===== src/rtl/proc_seq_ctrl.sv =====
// Frame sequencer for data_proc. It takes a (mode, frame count) command and
// drives the processor's mode/start controls one frame at a time. It counts
// output beats to detect the end of each frame, and holds start low for a
// fixed gap between frames. It reports completion, progress and error status.
//
// Command handshake: a command transfers on a rising clk edge where
// cmd_valid and cmd_ready are both 1. cmd_ready is registered and is only
// high in IDLE. The host holds cmd_mode/cmd_frames stable while cmd_valid=1
// and cmd_ready=0. A beat is proc_valid_out & sink_ready in RUN. Beats in
// any other state are ignored.
module proc_seq_ctrl #(
  parameter int PIXELS_PER_FRAME = 1024,
  parameter int GAP_CYCLES       = 20,
  parameter int TIMEOUT_CYCLES   = 4096,
  parameter int CNT_W            = 11
) (
  input  logic             clk,
  input  logic             rst,
  input  logic             cmd_valid,
  output logic             cmd_ready,
  input  logic [1:0]       cmd_mode,
  input  logic [7:0]       cmd_frames,
  input  logic             abort,
  input  logic             sink_ready,
  output logic             proc_ready_in,
  input  logic             proc_valid_out,
  output logic [1:0]       proc_mode,
  output logic             proc_start,
  output logic             busy,
  output logic             done,
  output logic [1:0]       status,
  output logic [7:0]       frames_done,
  output logic [CNT_W-1:0] pix_cnt,
  output logic [2:0]       dbg_state
);

  localparam int WD_W  = $clog2(TIMEOUT_CYCLES + 1);
  localparam int GAP_W = $clog2(GAP_CYCLES + 1);

  localparam logic [1:0] ST_OK      = 2'b00;
  localparam logic [1:0] ST_TIMEOUT = 2'b01;
  localparam logic [1:0] ST_ABORT   = 2'b10;

  typedef enum logic [2:0] {
    S_IDLE = 3'd0,
    S_ARM  = 3'd1,
    S_RUN  = 3'd2,
    S_GAP  = 3'd3,
    S_DONE = 3'd4
  } state_t;

  state_t state, state_next;

  logic [7:0]       frames_req;
  logic             cancel;     // no further frames: abort or timeout seen
  logic [WD_W-1:0]  wd_cnt;
  logic [GAP_W-1:0] gap_cnt;

  logic accept, beat, frame_end, last_frame, timeout, gap_last, more_frames;

  assign proc_ready_in = sink_ready;
  assign dbg_state     = state;

  assign accept      = (state == S_IDLE) && cmd_valid && cmd_ready;
  assign beat        = (state == S_RUN) && proc_valid_out && sink_ready;
  assign frame_end   = beat && (pix_cnt == CNT_W'(PIXELS_PER_FRAME - 1));
  assign last_frame  = ({1'b0, frames_done} + 9'd1) == {1'b0, frames_req};
  // A beat in the same cycle always beats the watchdog.
  assign timeout     = (state == S_RUN) && !beat &&
                       (wd_cnt == WD_W'(TIMEOUT_CYCLES - 1));
  assign gap_last    = (gap_cnt == GAP_W'(GAP_CYCLES - 1));
  assign more_frames = (frames_done < frames_req);

  // State register
  always_ff @(posedge clk or posedge rst) begin
    if (rst) state <= S_IDLE;
    else     state <= state_next;
  end

  // Next-state logic
  always_comb begin
    state_next = state;
    case (state)
      S_IDLE: if (accept) state_next = S_ARM;
      S_ARM: begin
        if (abort)                   state_next = S_GAP;
        else if (frames_req == 8'd0) state_next = S_DONE;
        else                         state_next = S_RUN;
      end
      S_RUN:  if (abort || frame_end || timeout) state_next = S_GAP;
      S_GAP: begin
        // An abort restarts the gap, so GAP only ends on a quiet cycle.
        if (!abort && gap_last)
          state_next = (more_frames && !cancel) ? S_RUN : S_DONE;
      end
      S_DONE:  state_next = S_IDLE;
      default: state_next = S_IDLE;
    endcase
  end

  // Registered control outputs, derived from the state being entered
  always_ff @(posedge clk or posedge rst) begin
    if (rst) begin
      cmd_ready  <= 1'b0;
      busy       <= 1'b0;
      proc_start <= 1'b0;
      done       <= 1'b0;
      proc_mode  <= 2'b00;
    end else begin
      cmd_ready  <= (state_next == S_IDLE);
      busy       <= (state_next != S_IDLE);
      proc_start <= (state_next == S_RUN);
      done       <= (state_next == S_DONE);
      // Mode only changes when entering ARM, never while start is high.
      if (accept) proc_mode <= cmd_mode;
    end
  end

  // Command latch, beat/frame counters and status
  always_ff @(posedge clk or posedge rst) begin
    if (rst) begin
      frames_req  <= 8'd0;
      cancel      <= 1'b0;
      status      <= ST_OK;
      frames_done <= 8'd0;
      pix_cnt     <= '0;
    end else begin
      case (state)
        S_IDLE: begin
          if (accept) begin
            frames_req  <= cmd_frames;
            cancel      <= 1'b0;
            status      <= ST_OK;
            frames_done <= 8'd0;
            pix_cnt     <= '0;
          end
        end
        S_ARM, S_GAP: begin
          if (abort) begin
            status <= ST_ABORT;
            cancel <= 1'b1;
          end
        end
        S_RUN: begin
          if (beat) begin
            if (frame_end) begin
              frames_done <= frames_done + 8'd1;
              pix_cnt     <= '0;
            end else begin
              pix_cnt <= pix_cnt + CNT_W'(1);
            end
          end
          // Beat is counted first. An abort on the beat that finishes the
          // last frame leaves the command successful.
          if (abort) begin
            cancel <= 1'b1;
            status <= (frame_end && last_frame) ? ST_OK : ST_ABORT;
          end else if (timeout) begin
            cancel <= 1'b1;
            status <= ST_TIMEOUT;
          end
        end
        default: ;
      endcase
    end
  end

  // Watchdog and gap timers
  always_ff @(posedge clk or posedge rst) begin
    if (rst) begin
      wd_cnt  <= '0;
      gap_cnt <= '0;
    end else begin
      if (state_next == S_RUN && state != S_RUN) wd_cnt <= '0;
      else if (state == S_RUN) wd_cnt <= beat ? '0 : wd_cnt + WD_W'(1);

      if (state_next == S_GAP && (state != S_GAP || abort)) gap_cnt <= '0;
      else if (state == S_GAP) gap_cnt <= gap_cnt + GAP_W'(1);
    end
  end

endmodule


===== config.mk =====
export PLATFORM = sky130hd
export DESIGN_NAME = proc_seq_ctrl
export DESIGN_NICKNAME = d
export VERILOG_FILES = /design/src/rtl/proc_seq_ctrl.sv
export SDC_FILE = /design/constraint.sdc
export NUM_CORES = 1
export LEC_CHECK = 0
export BUFFER_PORTS_ARGS = -buffer_cell sky130_fd_sc_hd__buf_2
export CORE_ASPECT_RATIO = 1.75
export CORE_MARGIN = 8
export CORE_UTILIZATION = 59
export CTS_BUF_LIST = sky130_fd_sc_hd__clkbuf_8
export CTS_CLUSTER_SIZE = 28
export DETAILED_ROUTE_END_ITERATION = 6
export PLACE_DENSITY_LB_ADDON = 0.25
export SLEW_MARGIN = 20
export SYNTH_ARGS = -nofsm -noshare
export SYNTH_HDL_FRONTEND = slang
export SYNTH_SLANG_ARGS = --single-unit

===== constraint.sdc =====
create_clock -name clk -period 2.86 [get_ports clk]
set_clock_uncertainty 0.1 [all_clocks]
set_input_delay 0.286 -clock clk [delete_from_list [all_inputs] [get_ports clk]]
set_output_delay 0.286 -clock clk [all_outputs]
set_load 0.05 [all_outputs]

### Yosys cells after proc, flatten, opt, wreduce, memory -nomap -nowiden

Index checks and enable logic that the tools add are counted.

| word-level totals | value |
|---|---|
| word-level logic and storage cells | 98 |
| input bits | 16 |
| output and inout port bits | 31 |
| bits in registers | 57 |

| cells by class | value |
|---|---|
| reduce and logical (&&, ||, !) cells | 31 |
| $lt $le $gt $ge | 1 |
| muxes and demuxes | 31 |
| eq/ne operators | 17 |
| add/sub/neg operators | 5 |

Operators by type and width:

| operator | number |
|---|---|
| $mux W13 | 3 |
| $mux W11 | 3 |
| $mux W8 | 3 |
| $pmux W11 S2 | 1 |
| $mux W3 | 6 |
| $pmux W8 S2 | 1 |
| $add A13 B1 Y13 const B | 1 |
| $eq A13 B12 Y1 const B | 1 |
| $eq A3 B2 Y1 const B | 4 |
| $logic_and A1 B1 Y1 | 12 |
| $pmux W3 S4 | 1 |
| $add A11 B1 Y11 const B | 1 |
| $eq A11 B10 Y1 const B | 1 |
| $mux W2 | 5 |
| $mux W5 | 2 |
| $add A8 B1 Y9 const B | 1 |
| $eq A9 B8 Y1 | 1 |
| $add A8 B1 Y8 const B | 1 |
| $logic_not A8 Y1 | 1 |
| $lt A8 B8 Y1 | 1 |
| $ne A2 B2 Y1 const B | 4 |
| $reduce_and A4 Y1 | 2 |
| $logic_not A3 Y1 | 2 |
| $ne A3 B2 Y1 const B | 2 |
| other kinds (15) | 25 |

### Longest topological paths before layout

| logic depth | value |
|---|---|
| depth after elaboration | 12 |
| depth in mapped cells | 8 |
| gate-level depth less buffers | 8 |

### Worst setup path before layout

No wires, ideal clock.

| timing | value |
|---|---|
| path type | register to register |
| start | register frames_done[0] |
| end | register status[1] |
| period minus slack after synthesis | 2580 ps |
| library setup time | 125 ps |
| slack | 280 ps |
| cell stages (with the launch flop) | 9 |
| buffers on the path | 1 |
| data arrival time | 2355 ps |
| required time | 2635 ps |
| path through | dfrtp_1 > ha_1 > clkbuf_1 > xnor2_1 > xnor2_1 > or4_1 > nor4_4 > a41oi_1 > mux2_4 |

| between the ends | value |
|---|---|
| longest elaborated chain between the ends | 6 |

Ends and longest elaborated chain:

| what | RTL line | source |
|---|---|---|
| start: declaration | 32 | `output logic [7:0] frames_done,` |
| start signal: assignment | 147 | `frames_done <= frames_done + 8'd1;` |
| $add A8 B1 Y9 | 67 | `assign last_frame = ({1'b0, frames_done} + 9'd1) == {1'b0, frames_req};` |
| $eq A9 B8 Y1 | 67 |  |
| $logic_and A1 B1 Y1 | 157 | `status <= (frame_end && last_frame) ? ST_OK : ST_ABORT;` |
| $mux W2 | 157 |  |
| $mux W2 | 155 | `if (abort) begin` |
| $pmux W2 S3 | 128 | `case (state)` |
| end signal: assignment | 157 |  |
| end: declaration | 31 | `output logic [1:0] status,` |

Every way passes these cells.
A chain may end at the register's enable or synchronous reset.

### Worst setup path in the final report

| timing | value |
|---|---|
| start | register wd_cnt[0] |
| end | register gap_cnt[1] |

| between the ends | value |
|---|---|
| longest elaborated chain between the ends | 8 |
| elaborated cells on any way between the ends | 9 |
| those cells by class | eq/ne (2); mux (3); reduce/logical (4) |

Ends and longest elaborated chain:

| what | RTL line | source |
|---|---|---|
| start: declaration | 56 | `logic [WD_W-1:0] wd_cnt;` |
| start signal: assignment | 175 | `else if (state == S_RUN) wd_cnt <= beat ? '0 : wd_cnt + WD_W'(1);` |
| $eq A13 B12 Y1 (*) | 70 | `(wd_cnt == WD_W'(TIMEOUT_CYCLES - 1));` |
| $logic_and A1 B1 Y1 (*) | 69 | `assign timeout = (state == S_RUN) && !beat &&` |
| $logic_or A1 B1 Y1 (*) | 90 | `S_RUN: if (abort \|\| frame_end \|\| timeout) state_next = S_GAP;` |
| $mux W3 (*) | 90 |  |
| $pmux W3 S4 (*) | 83 | `case (state)` |
| net state_next[0] | 52 | `state_t state, state_next;` |
| $eq A3 B2 Y1 (*) | 177 | `if (state_next == S_GAP && (state != S_GAP \|\| abort)) gap_cnt <= '0;` |
| $logic_and A1 B1 Y1 (*) | 177 |  |
| $mux W5 / $reduce_bool A2 Y1 (equally long branches) | n/a |  |
| end signal: assignment | 178 | `else if (state == S_GAP) gap_cnt <= gap_cnt + GAP_W'(1);` |
| end: declaration | 57 | `logic [GAP_W-1:0] gap_cnt;` |

Mark *: on every way through the listed nets, which the timed path passes. The rest lies on a longest branch.

==> results.toml <==
[outcome]
status = "finished, final reports clean"

[routing]
met1_length_um = 3160
via_count = 2762
ant_nets = 0
routed_wl_um = 7880
drc = 0
first_pass_iters = 4
highest_layer = "met4"
dr_wl_met3_um = 251
dr.first_iter.drc_count = 201
wl_met2_um = 4140
wl_per_cell_um = 17.2
routed_via_density = 6.02

[timing]
finalMaxSlewViolations = 0
fin_crit_sh = 0.899
max_freq_ghz = 0.389
relSlewSlack = 0.535
hold_viol = 0
worst_pin_slew_ns = 0.692
timing.final.crit_period_ns = 2.57
worst_slack_ns = 0.290
tns_ns = 0
rsz0062_at_grt = "false"
finalSetupViolations = 0

[yosys]
async_flop_share = 1.00
synth_enable_flop_cells = 0
yosys_warnings = 0
syn_nets = 373
yosys_most_used_dff = "dfrtp_1"
synth_area_sq_um = 3210
ys_types = 54
ys_ff_latch = 57
synth.avg_cell_area_sq_um = 9.29
ys_seq_area_frac = 0.445
synth_cells = 345
synth_top_cell_by_area = "dfrtp_1"
ys_top_cells_by_area = "dfrtp_1 44%, nand2_1 4.9%, ha_1 4.7%"
synth.top_cell.area_share = 0.445

[clock_tree]
insertion_delay_ns = 0.34
root_buffer = "clkbuf_8"
htreeDepth = 3
cts_num_sinks = 57
clk_pin_slew_worst_paths_ns = 0.07
cts_tree = "built"
cts_made_buffers = 9
post_cts_buffers = 0
clockBufferDepth = 2

[global_route]
grt_first_pass_wirelength_um = 13200
grt_pass1_vias = 2773
antenna_found_initial = 0
grt_overflow = 0
grt_max_degree = 25
grt_usage = 0.206

[floorplan]
fp.dieW_um = 71.7
core_area_sq_um = 5260
die_area_sq_um = 8140
die_y_um = 114
row_count = 35
ios = 47
initial_utilization = 0.610

[placed_design]
place_area_sq_um = 3510
portBuffers = 46
dp_hpwl_um = 5960
routabilityCongestion = 0.891
post-place-ws_ns = 0.328

[power]
p_per_area_nw_per_um2 = 646
power.leakage_nw = 1.85
vdd_ir_drop_max_v = 0.000446

[worst_setup_path]
worstSetupPathType = "reg2reg"
start_kind = "register"
startpoint = "wd_cnt[0]"
r2r-start = "wd_cnt[0]"
worstPathMaxFanout = 6
worst_ep_required_time_ns = 2.98
critPathArrivalTime_ns = 2.69
end_kind = "register"

[worst_hold_path]
min_from = "cmd_mode[1]"
hold_class = "in2reg"

[cells_and_area]
final.fill_count = 417
fin_util = 0.703
layout-drive-gt1-share = 0.203
syn_to_final_growth_pct = 15.3
fin_nets = 427
final_cell_area_sq_um = 3690
n_antenna_cell = 0

[run]
maxCapViolCount = 0
[cell usage in the layout (no fill, tap or decap), drive strengths merged, types with 3 or more instances in the layout]
cell    synthesis  routed
dfrtp          57      57
buf             5      57
nand2          42      42
o21ai          27      27
nor2           27      27
a21oi          21      21
inv            16      18
xor2           12      12
ha             12      12
clkbuf         10      11
xnor2          10      10
nand3           9       9
nand4           8       8
and3            8       8
o31ai           7       7
o211ai          5       5
a31oi           5       5
nand2b          4       4
nor2b           4       4
nor3            4       4
o21a            4       4
nor4            4       4
o31a            3       3
or3             3       3
o22a            3       3
a22o            3       3
and4            3       3
and2            3       3
clkinv          0       3
a21boi          3       3
[stage by stage]
step	cells	total power [mW]	hold slack [ns]
finish	459	2.39	0.0487
global route	459	2.50	0.0530
CTS	459	2.39	0.0487
detailed placement	442	1.74	0.187
global placement	442	1.72	0.186
floorplan	345	1.54	0.291
[final timing paths]
check | to | slack (ns) | depth (start not counted)
setup / recovery | gap_cnt[1] | 0.29 | 7
hold / removal | proc_mode[1] | 0.05 | 3
setup reg to reg | gap_cnt[1] | 0.29 | 7
hold reg to reg | proc_mode[1] | 0.38 | 2
max in group asynchronous | wd_cnt[12] | 1.64 | 4
min in group asynchronous | wd_cnt[3] | 0.38 | 3
[registers in the layout (all words and copies together), names as in the netlist]
signal / count
busy: 1
cancel: 1
cmd_ready: 1
dbg_state: 3
done: 1
frames_done: 8
frames_req: 8
gap_cnt: 5
pix_cnt: 11
proc_mode: 2
proc_start: 1
status: 2
wd_cnt: 13
[report_power, final]
part	switching (mW)	leakage, nW	total, mW	internal, mW
Sequential	0.108	0.723	1.01	0.901
Clock	0.307	0.101	0.657	0.350
Combinational	0.476	1.03	0.719	0.243
[cell type report]
type                    instances  area, sq um  area share
clock buffers                  11          151      0.0410
multi-input cells             257         1640       0.445
repair buffers                 58          323      0.0874
well taps                      55         68.8      0.0186
clock inverters                 5         22.5     0.00610
inverters                      16         60.1      0.0163
flip-flops and latches         57         1430       0.386
[kinds of logic (layout without fill, tap and decap cells)]
family          Yosys count  after routing  share of synthesized area
fa+ha+maj                12             12                     0.0468
buf+inv                  31             90                     0.0445
simple gates            126            126                      0.203
xor+xnor                 22             22                     0.0601
flops                    57             57                      0.445
mux                       2              2                    0.00781
compound gates           95             95                      0.193
[routing by layer]
metal / up-vias / global-route usage
met3: 20 / 0.0325
met4: 0 / 0.151
met1: 1327 / 0.223
li1: 1344 / -
met5: - / 0
met2: 71 / 0.351
[cell usage after synthesis (4+ instances only)]
cell type and instances:
dfrtp_1 57, nand2_1 42, o21ai_0 27, nor2_1 26, a21oi_1 21, inv_1 16
ha_1 12, xor2_1 12, clkbuf_1 10, xnor2_1 10, and3_1 8, nand3_1 8
nand4_1 8, o31ai_1 7, a31oi_1 5, o211ai_1 5, nand2b_1 4, nor2b_1 4
nor3_1 4, o21a_1 4
[worst max-delay path: stages, from the launching register on]
cell and delay (ns):
dfrtp_1 0.37, ha_1 0.19, nand3_1 0.17, or2_2 0.36, nor4_1 0.59, o41a_2 0.26, a21boi_2 0.28, o22ai_1 0.13
[timing repair]
item,4_1_cts,5_1_grt
hold endpoints to repair,16,0
hold buffers,1,0
resized for setup,0,0
Power figures use the tool's default switching activity.
